$ cat src/rtl/cfg_noc_pkg.sv
// Shared definitions for the DDR configuration network: flit types, header layout,
// injector FSM encoding and a header builder.
package cfg_noc_pkg;

    localparam int unsigned DATAW = 34;

    localparam logic [1:0] FT_HEAD = 2'b10;
    localparam logic [1:0] FT_BODY = 2'b01;
    localparam logic [1:0] FT_TAIL = 2'b11;

    localparam int unsigned HDR_Y_MSB   = 31;
    localparam int unsigned HDR_Y_LSB   = 28;
    localparam int unsigned HDR_X_MSB   = 27;
    localparam int unsigned HDR_X_LSB   = 24;
    localparam int unsigned HDR_REQ_BIT = 23;

    typedef enum logic [1:0] {
        StIdle = 2'd0,
        StHead = 2'd1,
        StBody = 2'd2,
        StTail = 2'd3
    } inj_state_e;

    // Header payload; all bits below the cfgreq flag are zero.
    function automatic logic [31:0] make_header(input logic [3:0] y,
                                                input logic [3:0] x,
                                                input logic       creq);
        logic [31:0] hdr;
        hdr                        = '0;
        hdr[HDR_Y_MSB:HDR_Y_LSB]   = y;
        hdr[HDR_X_MSB:HDR_X_LSB]   = x;
        hdr[HDR_REQ_BIT]           = creq;
        return hdr;
    endfunction

endpackage

$ cat src/rtl/rr_arbiter.sv
// Combinational round-robin arbiter: grants the first requester above last_gnt_i,
// wrapping around. The pointer register lives in the caller.
module rr_arbiter #(
    parameter int unsigned NREQ = 4,
    parameter int unsigned IDXW = $clog2(NREQ)
) (
    input  logic [NREQ-1:0] req_i,
    input  logic [IDXW-1:0] last_gnt_i,
    output logic [NREQ-1:0] gnt_o,
    output logic [IDXW-1:0] idx_o,
    output logic            vld_o
);

    int unsigned w_last;
    int unsigned w_cand;

    always_comb begin
        gnt_o  = '0;
        idx_o  = '0;
        vld_o  = 1'b0;
        w_last = 32'(last_gnt_i);
        w_cand = 0;
        // Offsets 1..NREQ put last_gnt itself at lowest priority.
        for (int unsigned k = 1; k <= NREQ; k++) begin
            w_cand = (w_last + k) % NREQ;
            if (!vld_o && req_i[IDXW'(w_cand)]) begin
                vld_o                  = 1'b1;
                gnt_o[IDXW'(w_cand)]   = 1'b1;
                idx_o                  = IDXW'(w_cand);
            end
        end
    end

endmodule

$ cat src/rtl/cfg_inject_arb.sv
// Configuration-packet injector: round-robin among requesters, then serialises
// header, LEN body flits and a tail onto the configuration network.
module cfg_inject_arb #(
    parameter int unsigned NREQ  = 4,
    parameter int unsigned DATAW = cfg_noc_pkg::DATAW,
    parameter int unsigned LENW  = 8
) (
    input  logic                     clk,
    input  logic                     rst,
    input  logic [NREQ-1:0]          req_i,
    input  logic [4*NREQ-1:0]        dst_y_i,
    input  logic [4*NREQ-1:0]        dst_x_i,
    input  logic [NREQ-1:0]          creq_i,
    input  logic [LENW*NREQ-1:0]     len_i,
    input  logic [NREQ-1:0]          dat_vld_i,
    input  logic [(DATAW-2)*NREQ-1:0] dat_i,
    output logic [NREQ-1:0]          dat_rdy_o,
    output logic [NREQ-1:0]          gnt_o,
    output logic [NREQ-1:0]          done_o,
    output logic                     fwd_o,
    output logic [DATAW-1:0]         data_o,
    input  logic                     rdy_i
);
    import cfg_noc_pkg::*;

    localparam int unsigned IDXW = $clog2(NREQ);
    localparam int unsigned PW   = DATAW - 2;

    inj_state_e      r_state;
    inj_state_e      w_state_next;

    logic [NREQ-1:0] r_gnt;
    logic [IDXW-1:0] r_gidx;
    logic [IDXW-1:0] r_last_gnt;
    logic [3:0]      r_y;
    logic [3:0]      r_x;
    logic            r_creq;
    logic [LENW-1:0] r_len;
    logic [LENW-1:0] r_cnt;

    logic [NREQ-1:0] w_arb_gnt;
    logic [IDXW-1:0] w_arb_idx;
    logic            w_arb_vld;
    logic            w_body_xfer;
    logic            w_body_last;
    logic [PW-1:0]   w_hdr;

    logic [3:0]      w_y_arr   [NREQ];
    logic [3:0]      w_x_arr   [NREQ];
    logic [LENW-1:0] w_len_arr [NREQ];
    logic [PW-1:0]   w_dat_arr [NREQ];

    always_comb begin
        for (int unsigned k = 0; k < NREQ; k++) begin
            w_y_arr[k]   = dst_y_i[4*k +: 4];
            w_x_arr[k]   = dst_x_i[4*k +: 4];
            w_len_arr[k] = len_i[LENW*k +: LENW];
            w_dat_arr[k] = dat_i[PW*k +: PW];
        end
    end

    rr_arbiter #(
        .NREQ (NREQ),
        .IDXW (IDXW)
    ) u_rr_arbiter (
        .req_i      (req_i),
        .last_gnt_i (r_last_gnt),
        .gnt_o      (w_arb_gnt),
        .idx_o      (w_arb_idx),
        .vld_o      (w_arb_vld)
    );

    assign w_hdr       = PW'(make_header(r_y, r_x, r_creq));
    // Only meaningful in BODY, which is entered only with a non-zero length.
    assign w_body_last = (r_len != '0) && (r_cnt == r_len - LENW'(1));
    assign gnt_o       = r_gnt;

    always_ff @(posedge clk) begin
        if (rst) begin
            r_state <= StIdle;
        end else begin
            r_state <= w_state_next;
        end
    end

    always_comb begin
        w_state_next = r_state;
        unique case (r_state)
            StIdle: if (w_arb_vld) w_state_next = StHead;
            StHead: if (rdy_i) w_state_next = (r_len != '0) ? StBody : StTail;
            StBody: if (w_body_xfer && w_body_last) w_state_next = StTail;
            StTail: if (rdy_i) w_state_next = StIdle;
            default: w_state_next = StIdle;
        endcase
    end

    always_comb begin
        fwd_o       = 1'b0;
        data_o      = '0;
        dat_rdy_o   = '0;
        done_o      = '0;
        w_body_xfer = 1'b0;
        unique case (r_state)
            StHead: begin
                fwd_o  = 1'b1;
                data_o = {FT_HEAD, w_hdr};
            end
            StBody: begin
                fwd_o       = dat_vld_i[r_gidx];
                data_o      = {FT_BODY, w_dat_arr[r_gidx]};
                dat_rdy_o   = rdy_i ? r_gnt : '0;
                w_body_xfer = dat_vld_i[r_gidx] & rdy_i;
            end
            StTail: begin
                fwd_o  = 1'b1;
                data_o = {FT_TAIL, {PW{1'b0}}};
                done_o = rdy_i ? r_gnt : '0;
            end
            default: ;
        endcase
    end

    always_ff @(posedge clk) begin
        if (rst) begin
            r_gnt      <= '0;
            r_gidx     <= '0;
            r_last_gnt <= IDXW'(NREQ - 1);
            r_y        <= '0;
            r_x        <= '0;
            r_creq     <= 1'b0;
            r_len      <= '0;
            r_cnt      <= '0;
        end else begin
            // Job fields are captured once at grant and ignored afterwards.
            if (r_state == StIdle && w_arb_vld) begin
                r_gnt  <= w_arb_gnt;
                r_gidx <= w_arb_idx;
                r_y    <= w_y_arr[w_arb_idx];
                r_x    <= w_x_arr[w_arb_idx];
                r_creq <= creq_i[w_arb_idx];
                r_len  <= w_len_arr[w_arb_idx];
                r_cnt  <= '0;
            end
            if (w_body_xfer) begin
                r_cnt <= r_cnt + LENW'(1);
            end
            if (r_state == StTail && rdy_i) begin
                r_last_gnt <= r_gidx;
                r_gnt      <= '0;
            end
        end
    end

endmodule

$ cat config.mk
export PLATFORM = sky130hd
export DESIGN_NAME = cfg_inject_arb
export DESIGN_NICKNAME = d
export VERILOG_FILES = /design/src/rtl/cfg_noc_pkg.sv /design/src/rtl/rr_arbiter.sv /design/src/rtl/cfg_inject_arb.sv
export SDC_FILE = /design/constraint.sdc
export NUM_CORES = 1
export LEC_CHECK = 0
export ABC_AREA = 1
export CELL_PAD_IN_SITES_DETAIL_PLACEMENT = 1
export CELL_PAD_IN_SITES_GLOBAL_PLACEMENT = 1
export CORE_MARGIN = 1
export CORE_UTILIZATION = 26
export CTS_CLUSTER_DIAMETER = 30
export DETAILED_ROUTE_END_ITERATION = 10
export PLACE_DENSITY_LB_ADDON = 0.1
export SYNTH_ARGS = -nofsm -noshare
export SYNTH_HDL_FRONTEND = slang
export SYNTH_SLANG_ARGS = --single-unit
$ cat constraint.sdc
create_clock -name clk -period 4.73 [get_ports clk]
set_input_delay 1.419 -clock clk [delete_from_list [all_inputs] [get_ports clk]]
set_output_delay 1.419 -clock clk [all_outputs]
set_load 0.02 [all_outputs]
-- Yosys cells after proc, flatten, opt, wreduce, memory -nomap -nowiden
Index checks and enable logic that the tools add are counted.
- add/sub/neg operators: 6
- order comparisons: 12
- equality and inequality tests: 8
- muxes and demuxes: 58
- bitwise gates (word level): 6
- reduce and logical (&&, ||, !) cells: 20
- operators by type and width (cell ; number):
    34-bit one-hot mux with 3 select lines ; 1
    32-bit binary-select mux with 2-bit select ; 1
    32-bit two-way mux ; 2
    4-bit two-way mux ; 11
    8-bit two-way mux ; 4
    2-bit by 3-bit less-than comparator with 1-bit output, second input constant ; 6
    4-bit binary-select mux with 2-bit select ; 2
    8-bit binary-select mux with 2-bit select ; 1
    1-bit two-way mux ; 16
    2-bit two-way mux ; 8
    1-bit binary-select mux with 2-bit select ; 6
    4-bit bitwise OR ; 3
    1-bit logical AND ; 11
    8-bit by 1-bit adder with 8-bit output, second input constant ; 1
    1-bit demux with 2-bit select ; 4
    8-bit == test ; 1
    2-bit by 1-bit greater-or-equal comparator with 1-bit output, second input constant ; 4
    2-bit != test, second input constant ; 4
    2-bit one-hot mux with 4 select lines ; 1
    8-bit nonzero test ; 1
    8-bit by 1-bit subtractor with 8-bit output, second input constant ; 1
    3-bit greater-or-equal comparator, second input constant ; 2
    2-bit inverter with 3-bit output ; 2
    2-bit by 1-bit adder with 2-bit output, second input constant ; 2
    10 further kinds ; 15
- bits in registers: 35
- input bits: 207
- logic and storage cells: 119

-- Logic depth before layout (Yosys ltp)
Gate-level depths: netlist of run 1.
- depth after elaboration: 17
- mapped depth: 16

-- Cells and area by module
A second synthesis of run 1 with hierarchy kept.
- cell total of the unflattened synthesis: 731
- area, all modules: 4082.7 µm²
- by module, submodules not included (module ; times used ; cells each ; area each (µm²) ; seq. area each (µm²)):
    cfg_inject_arb ; 1 ; 650 ; 3547.2 ; 700.7
    rr_arbiter ; 1 ; 81 ; 535.5 ; 0.0

-- Worst setup path after synthesis of run 1
OpenSTA, ideal clock, no wires.
- path kind: input-to-output
- start point: input dat_i[87]
- end point: output data_o[23]
- arrival: 2.034 ns
- data required time: 3.311 ns
- setup slack: 1.277 ns
- cell stages on the path: 4
- buffers on the path: 0
- cell sequence: o21ai_0 -> o22ai_1 -> nand2_1 -> a21oi_1
- longest elaborated chain between the ends: 4
- ends and longest elaborated chain (what ; line ; source):
    start, declared ; cfg_inject_arb.sv:16 ; input logic [(DATAW-2)*NREQ-1:0] dat_i,
    32-bit binary-select mux with 2-bit select ; cfg_inject_arb.sv:110 ; data_o = {FT_BODY, w_dat_arr[r_gidx]};
    32-bit two-way mux (implied by the code) (2 in series) ; cfg_inject_arb.sv:110 ;
    34-bit one-hot mux with 3 select lines ; cfg_inject_arb.sv:103 ; unique case (r_state)
    end, declared ; cfg_inject_arb.sv:21 ; output logic [DATAW-1:0] data_o,
No other way between the ends. The select of a mux whose other input is x is not followed.

-- Worst setup path in the final report of run 1
- start point: input dat_i[95]
- end point: output data_o[31]
The elaborated chain is that of the path after synthesis.

==> flow_summary.yaml, run 1 <==
outcome:
  outcome: "finished, final reports clean"
timing:
  slew_headroom_pct: 51.4
  holdWs_ns: 0.504
  finalCritPeriodShare_pct: 95.1
  final_hold_viol_count: 0
  worst_pin_slew_ns: 0.728
  finalSetupTns_ns: 0
  max_freq_ghz: 0.222
  worst_slack_ns: 0.230
  rsz0062_at_grt: "false"
  slew_viol_final: 0
  setup_viol: 0
  finClkSkew_ns: 0.00329
  fin_crit_ns: 4.50
pwr:
  p_per_area_nw_per_um2: 441
  peakVddDrop_uv: 267
  p_leak_nw: 2.93
drt:
  drt_pass1_iterations: 4
  drc_errors: 0
  routed_wl_um: 18600
  drtAntennaViolNets: 0
  vias_per_cell: 4.64
  wl_per_cell_um: 15.7
  initialDrtViolationCount: 200
  dr_total_vias: 5498
placement:
  dp_hpwl_um: 15100
  pre_cts_ws_ns: 0.205
  place_congestion: 0.795
  portBuffers: 253
clock_tree:
  cts_sinks: 35
  ctsHtreeMaxLevel: 2
  post_cts_buffers: 0
  cts_hold_buf: 0
  cts-resized-gates: 0
  cts_tree: "built"
  clkTransAtPathRegs_ns: 0.06
  root_buffer: "clkbuf_16"
  clkLatencyLatePin_ns: 0.28
  clk_path_buf_depth: 2
  numCtsBuffers: 5
setup_path:
  arrival_ns: 3.08
  critPathCaptureType: "output port"
  worstPathRequired_ns: 3.31
  start_kind: "primary input"
  path_class: "in -> out"
  crit_fanout: 1
logic_synthesis:
  yosys.area.top_type: "dfxtp_1"
  synth-seq-cells: 35
  synth_seq_area_share_pct: 16.9
  syn-mean-instance-area_um2: 5.59
  yosysWarningCount: 0
  yosysTopAreaCellShare_pct: 16.9
  synthCells: 741
  yosysUniqueCellTypes: 39
  syn_nets: 963
  synth.area.top_cells: "dfxtp_1 (17%), nand2_1 (16%), nor2_1 (15%)"
  synth_area_um2: 4140
final_layout:
  nNetsFinal: 1195
  num-fill-cells: 2065
  antennaDiodeCount: 0
  fin_util_pct: 45.5
  layout_common_cells: "clkdlybuf4s50_1 (253), nand2_1 (176), nor2_1 (161)"
  area_growth_pct: 68.9
  layout-drive-gt1-share_pct: 5.54
  final_common_cell: "clkdlybuf4s50_1"
die:
  dieWidth_um: 128
  die_area_um2: 16400
  num_io_pins: 254
  fp.dieH_um: 128
  rows: 45
  initial_utilization_pct: 26.9
  core_area_um2: 15400
run:
  maxCapViolCount: 0
global_routing:
  grt_pass1_vias: 5435
  grt_pass1_wl_um: 29200
  grt_usage_pct: 22.5
  overflow: 0
  antenna_found_initial: 0
  grt_max_degree: 68
min_path:
  hold_class: "reg -> reg"
==> logic make-up after synthesis <==
| group | after synthesis | synth area share (%) |
|---|---|---|
| AO/OA/AOI/OAI | 153 | 19.7 |
| XOR/XNOR | 14 | 2.96 |
| buffers and inverters | 93 | 10.0 |
| adder cells (fa/ha/maj) | 15 | 4.53 |
| flip-flops | 35 | 16.9 |
| AND/OR/NAND/NOR | 431 | 45.9 |
==> where the power goes <==
group	switching (mW)	internal [mW]
registers	0.0836	0.401
clock network	0.127	0.248
logic	1.38	0.848
==> area by class of cell <==
type / count / area (µm²) / share of cell area [%]
multi-input cells: 613 / 3030 / 43.3
clock inverters: 3 / 43.8 / 0.626
clock buffers: 5 / 125 / 1.79
repair buffers: 264 / 2620 / 37.4
flip-flops and latches: 35 / 702 / 10.0
inverters: 54 / 216 / 3.10
well taps: 211 / 264 / 3.78
==> final timing paths <==
kind,from,end,cells past startpoint,slack (ns)
hold reg to reg,r_cnt[4],r_cnt[4],2,0.50
setup / recovery,dat_i[95],data_o[31],6,0.23
setup reg to reg,r_last_gnt[1],r_y[1],15,1.76
hold / removal,r_cnt[4],r_cnt[4],2,0.50
==> sequential cells by signal (all words and copies together), names as in the netlist <==
name and count:
gnt_o 4, r_cnt 8, r_x 4, r_state 2, r_len 8, r_last_gnt 2, r_y 4, r_creq 1
r_gidx 2
==> through the flow <==
stage               total power, mW  instance area, µm²  std cells
global route                   3.40                6990       1185
CTS                            3.14                6990       1185
floorplan                      1.99                4140        741
finish                         3.09                6990       1185
detailed placement             2.75                6820       1177
global placement               2.72                6820       1177
==> worst max-delay path: stages <==
cell             delay (ns)
clkdlybuf4s50_1        0.45
o21ai_0                0.07
o22ai_1                0.25
nand2_1                0.08
a21oi_1                0.17
clkdlybuf4s50_1        0.64
==> routing by layer <==
layer	GRT usage (%)	share of wire (%)	wire [µm]
met1	27.8	44	8150
met2	39.0	48	8850
met3	5.72	7.1	1310
met4	4.91	1.4	259
met5	0	0	0
==> cells in the mapped netlist, drive strengths merged <==
cell type    n
nor2       166
clkbuf      24
buf         15
o22ai       12
a31oi        2
ha          15
inv         52
o21ai       71
or2          3
nand3b       6
clkinv       2
nor3         1
a211oi       1
o211ai       3
xnor2        9
a221oi       2
o21bai       1
a21oi       60
nand3       61
xor2         5
a21boi       1
dfxtp       35
nand2      191
nand4        3
Note: power is estimated with default switching activity, not from simulation.
==> inputs of run 2 (changes only) <==
Settings changed: PLACE_DENSITY_LB_ADDON 0.1 to 0.08.
==> run 2 against run 1 <==
  * Non-clock buffer count is 4 lower
  * Highest routed layer unchanged
  * Cell area shrank 0.47%
  * Flip-flop and latch count is the same
  * Power up 0.88%
  * Via count up 3.3%
  * Critical endpoint is now data_o[25]
  * Clock power increased by 2%
  * Fmax is 0.73% lower
  * Clock skew grew 0.0035 ns
  * Final cell count fell by 0.34%
  * Largest cell class unchanged
  * Utilization shrank 0.21 points
  * First-iteration DRC count fell by 16%
==> flow_summary.yaml, run 2 (same netlist as run 1, synthesis figures left out) <==
outcome:
  outcome: "finished, final reports clean"
drt:
  wl_per_cell_um: 16.4
  drtAntennaViolNets: 0
  dr_total_vias: 5677
  wl_met1_um: 8200
  drc_errors: 0
  vias_per_cell: 4.81
  routed_wl_um: 19400
  routed.top_layer: "met4"
  drt_pass1_iterations: 4
  routed-wl-met2_um: 9730
  initialDrtViolationCount: 168
  wl_met3_um: 1120
timing:
  rsz0062_at_grt: "false"
  max_freq_ghz: 0.221
  slew_headroom_pct: 46.0
  worst_slack_ns: 0.197
  worst_pin_slew_ns: 0.810
  slew_viol_final: 0
  finalSetupTns_ns: 0
  fin_crit_ns: 4.53
  finalCritPeriodShare_pct: 95.8
  holdWs_ns: 0.513
  finClkSkew_ns: 0.00675
  setup_viol: 0
  final_hold_viol_count: 0
pwr:
  peakVddDrop_uv: 224
  p_per_area_nw_per_um2: 447
  p_leak_nw: 2.92
clock_tree:
  cts_hold_buf: 0
  clk_path_buf_depth: 2
  cts_tree: "built"
  cts_sinks: 35
  ctsHtreeMaxLevel: 2
  clkLatencyLatePin_ns: 0.28
  numCtsBuffers: 5
  cts-resized-gates: 0
  post_cts_buffers: 0
  root_buffer: "clkbuf_16"
  clkTransAtPathRegs_ns: 0.06
placement:
  placed_cells: 1173
  pre_cts_ws_ns: 0.148
  portBuffers: 253
  dpl_cell_area_um2: 6790
  dp_hpwl_um: 15600
  place_congestion: 0.861
setup_path:
  critPathLaunch: "dat_i[121]"
  path_common_cell: "clkdlybuf4s50_1"
  max_stage_delay_ns: 0.68
  arrival_ns: 3.11
  path_class: "in -> out"
  cp_slowest_cell: "clkdlybuf4s50_1"
  cp_top_family: "buffers and inverters"
  start_kind: "primary input"
  critPathBufInv: 2
  crit_path_cell_trace: "clkdlybuf4s50_1 > nor2_1 > o22ai_1 > nand2_1 > a21oi_1 > clkdlybuf4s50_1"
  critPathCaptureType: "output port"
  crit_fanout: 1
  worstPathRequired_ns: 3.31
  reg2reg_from: "r_last_gnt[1]"
final_layout:
  nNetsFinal: 1191
  final_common_cell: "clkdlybuf4s50_1"
  layout-drive-gt1-share_pct: 5.26
  final_cells: 1181
  area_growth_pct: 68.1
  antennaDiodeCount: 0
  stdcell_area_um2: 6960
  largest_registers: "r_cnt x8, r_len x8"
  layout_common_cells: "clkdlybuf4s50_1 (252), nand2_1 (176), nor2_1 (161)"
global_routing:
  overflow: 0
  antenna_found_initial: 0
  grt_pass1_wl_um: 30300
  grt_max_degree: 68
  grt_pass1_vias: 5918
  grt_usage_pct: 23.2
die:
  rows: 45
  initial_utilization_pct: 26.9
  num_io_pins: 254
  fp.dieH_um: 128
  dieWidth_um: 128
  core_area_um2: 15400
  die_area_um2: 16400
min_path:
  hold_class: "reg -> reg"
  min_from: "r_cnt[4]"
run:
  maxCapViolCount: 0
[run 2: through the flow]
step	power (mW)	utilization, %
final	3.11	45.3
after global routing	3.40	45.3
after CTS	3.15	45.3
after detailed placement	2.75	44.2
after global placement	2.65	44.2
after floorplan	1.99	-
[run 2: worst register-to-register path, stage by stage (launching register included)]
cell and delay, ns:
dfxtp_1 0.51, inv_1 0.26, ha_1 0.46, inv_1 0.13
nand3_1 0.10, nand2_1 0.13, nand3_4 0.15, nand3_4 0.22
nand2_8 0.31, inv_6 0.12, nand2_1 0.08, nand2_1 0.05
nand2_1 0.05, nand3_1 0.13, nand2_1 0.11, inv_1 0.04
[run 2: path summary, 6_finish.rpt]
kind | end | slack (ns) | depth (start not counted)
worst min-delay path | r_cnt[4] | 0.51 | 2
worst min register to register | r_cnt[4] | 0.51 | 2
worst max register to register | r_y[3] | 1.78 | 15
worst max-delay path | data_o[25] | 0.20 | 6
[run 2: final cells by class]
| type | instances | area (µm²) |
|---|---|---|
| sequential | 35 | 702 |
| fill | 2017 | 8410 |
| timing repair buffer | 260 | 2580 |
| clock inverter | 3 | 43.8 |
| multi-input combinational | 613 | 3030 |
| tap | 211 | 264 |
| clock buffer | 5 | 125 |
| inverter | 54 | 216 |
[run 2: per-layer routing]
metal  vias up  global-route usage [%]
li1       2845                       -
met1      2638                    26.4
met2       176                    44.3
met3        18                    3.96
met4         0                    5.67
met5         -                       0
[run 2: power breakdown]
part	total, mW	internal (mW)	switching (mW)
clock	0.382	0.249	0.134
sequential	0.495	0.401	0.0931
combinational	2.24	0.831	1.41
total	3.11	1.48	1.63
==> inputs of run 3 (changes only) <==
Settings changed: CORE_UTILIZATION 26 to 21.
Clock period 4.73 ns to 4.1 ns, I/O delays scaled along.
==> run 3 against run 2 <==
  * Sequential power is 18% higher
  * Critical path depth grew 1
  * Clock-buffer cell count grew 2
  * Flip-flop and latch count did not move
  * Cell area rose by 1.4%
  * First-iteration DRC count down 24%
  * Sequential share of layout area fell by 0.14 points
  * Setup slack lost 0.11 ns
  * Worst hold slack got worse by 0.013 ns
==> flow_summary.yaml, run 3 (same netlist as run 1, synthesis figures left out) <==
outcome:
  outcome: "finished, final reports clean"
final_layout:
  stdcell_area_um2: 7060
  antennaDiodeCount: 0
  layout_common_cells: "clkdlybuf4s50_1 (244), nand2_1 (176), nor2_1 (161)"
  area_growth_pct: 70.5
  multi_input_area_um2: 3030
  final_cells: 1237
  layout-drive-gt1-share_pct: 5.63
  num-fill-cells: 2477
  fin_util_pct: 37.1
  largest_registers: "r_cnt x8, r_len x8"
  nNetsFinal: 1198
  regArea_um2: 702
  final_common_cell: "clkdlybuf4s50_1"
die:
  initial_utilization_pct: 21.8
  num_io_pins: 254
  die_area_um2: 20300
  core_area_um2: 19000
  rows: 50
  dieWidth_um: 142
  fp.dieH_um: 142
setup_path:
  crit_fanout: 1
  path_class: "in -> out"
  reg2reg_from: "r_last_gnt[1]"
  critPathLaunch: "dat_i[94]"
  worstPathRequired_ns: 2.87
  arrival_ns: 2.78
  start_kind: "primary input"
  critPathCaptureType: "output port"
drt:
  drc_errors: 0
  routed_wl_um: 19700
  drtAntennaViolNets: 0
  wl_per_cell_um: 16.0
  dr_total_vias: 5513
  drt_pass1_iterations: 4
  initialDrtViolationCount: 128
  vias_per_cell: 4.46
placement:
  dpl_cell_area_um2: 6910
  place_congestion: 0.782
  dp_hpwl_um: 15800
  pre_cts_ws_ns: -0.203
  placed_cells: 1229
  portBuffers: 253
timing:
  max_freq_ghz: 0.249
  finalCritPeriodShare_pct: 97.8
  final_hold_viol_count: 0
  worst_pin_slew_ns: 0.480
  slew_viol_final: 0
  fin_crit_ns: 4.01
  holdWs_ns: 0.500
  slew_headroom_pct: 68.0
  finClkSkew_ns: 0.00341
  finalSetupTns_ns: 0
  rsz0062_at_grt: "false"
  setup_viol: 0
  worst_slack_ns: 0.0887
pwr:
  power_mw: 3.53
  p_per_area_nw_per_um2: 500
  p_leak_nw: 3.06
  peakVddDrop_uv: 211
clock_tree:
  numCtsBuffers: 5
  clkLatencyLatePin_ns: 0.28
  root_buffer: "clkbuf_16"
  clkTransAtPathRegs_ns: 0.06
  ctsHtreeMaxLevel: 2
  cts_sinks: 35
  cts_tree: "built"
  clk_path_buf_depth: 2
global_routing:
  grt_pass1_wl_um: 30900
  overflow: 0
  antenna_found_initial: 0
  grt_usage_pct: 19.5
  grt_max_degree: 37
  grt_pass1_vias: 5613
min_path:
  min_from: "r_cnt[4]"
  hold_class: "reg -> reg"
run:
  maxCapViolCount: 0
[run 3: cell types whose count changed in the layout (fill, tap and decap cells not counted)]
| cell | change |
|---|---|
| inv_1 | -1 |
| bufinv_16 | -1 |
| buf_4 | +6 |
| dlygate4sd2_1 | +2 |
| dlymetal6s2s_1 | +7 |
| clkbuf_1 | +2 |
| clkdlybuf4s50_1 | -8 |
| clkinv_4 | -1 |
| clkinv_1 | +1 |
[run 3: final cells by class]
cell class,instances,area share (%)
clock buffer,7,1.88
clock inverter,1,0.0709
inverter,54,3.07
multi-input combinational,613,42.9
sequential,35,9.94
tap,260,4.61
timing repair buffer,267,37.6
[run 3: repair_timing]
item                       CTS  global route
setup endpoints to repair    2             7
setup buffers                0             0
resized for setup            2             7
pin swaps                    1             0
hold buffers                 0             0
[run 3: critical path, stage by stage]
cell             delay [ns]
clkdlybuf4s50_1        0.45
o21ai_0                0.08
o22ai_1                0.31
buf_4                  0.16
nand2_1                0.05
a21oi_1                0.14
dlygate4sd2_1          0.35
[run 3: final timing paths]
path	to	slack, ns	depth (start not counted)
worst max-delay path	data_o[30]	0.09	7
worst min-delay path	r_cnt[4]	0.50	2
worst max register to register	r_y[1]	1.05	15
worst min register to register	r_cnt[4]	0.50	2
[run 3: report_power, final]
group          leakage (nW)  switching, mW  internal, mW
Combinational          2.71           1.59         0.982
Clock                0.0679          0.148         0.225
Sequential            0.288          0.119         0.463
Total                  3.06           1.86          1.67
[run 3: metal layers]
metal / up-vias / part of all wire, % / wire [µm] / global-route usage [%]
li1: 2866 / - / - / -
met1: 2468 / 45 / 8940 / 24.0
met2: 169 / 46 / 9100 / 34.3
met3: 10 / 7.4 / 1460 / 4.64
met4: 0 / 1.2 / 237 / 4.02
met5: - / 0 / 0 / 0
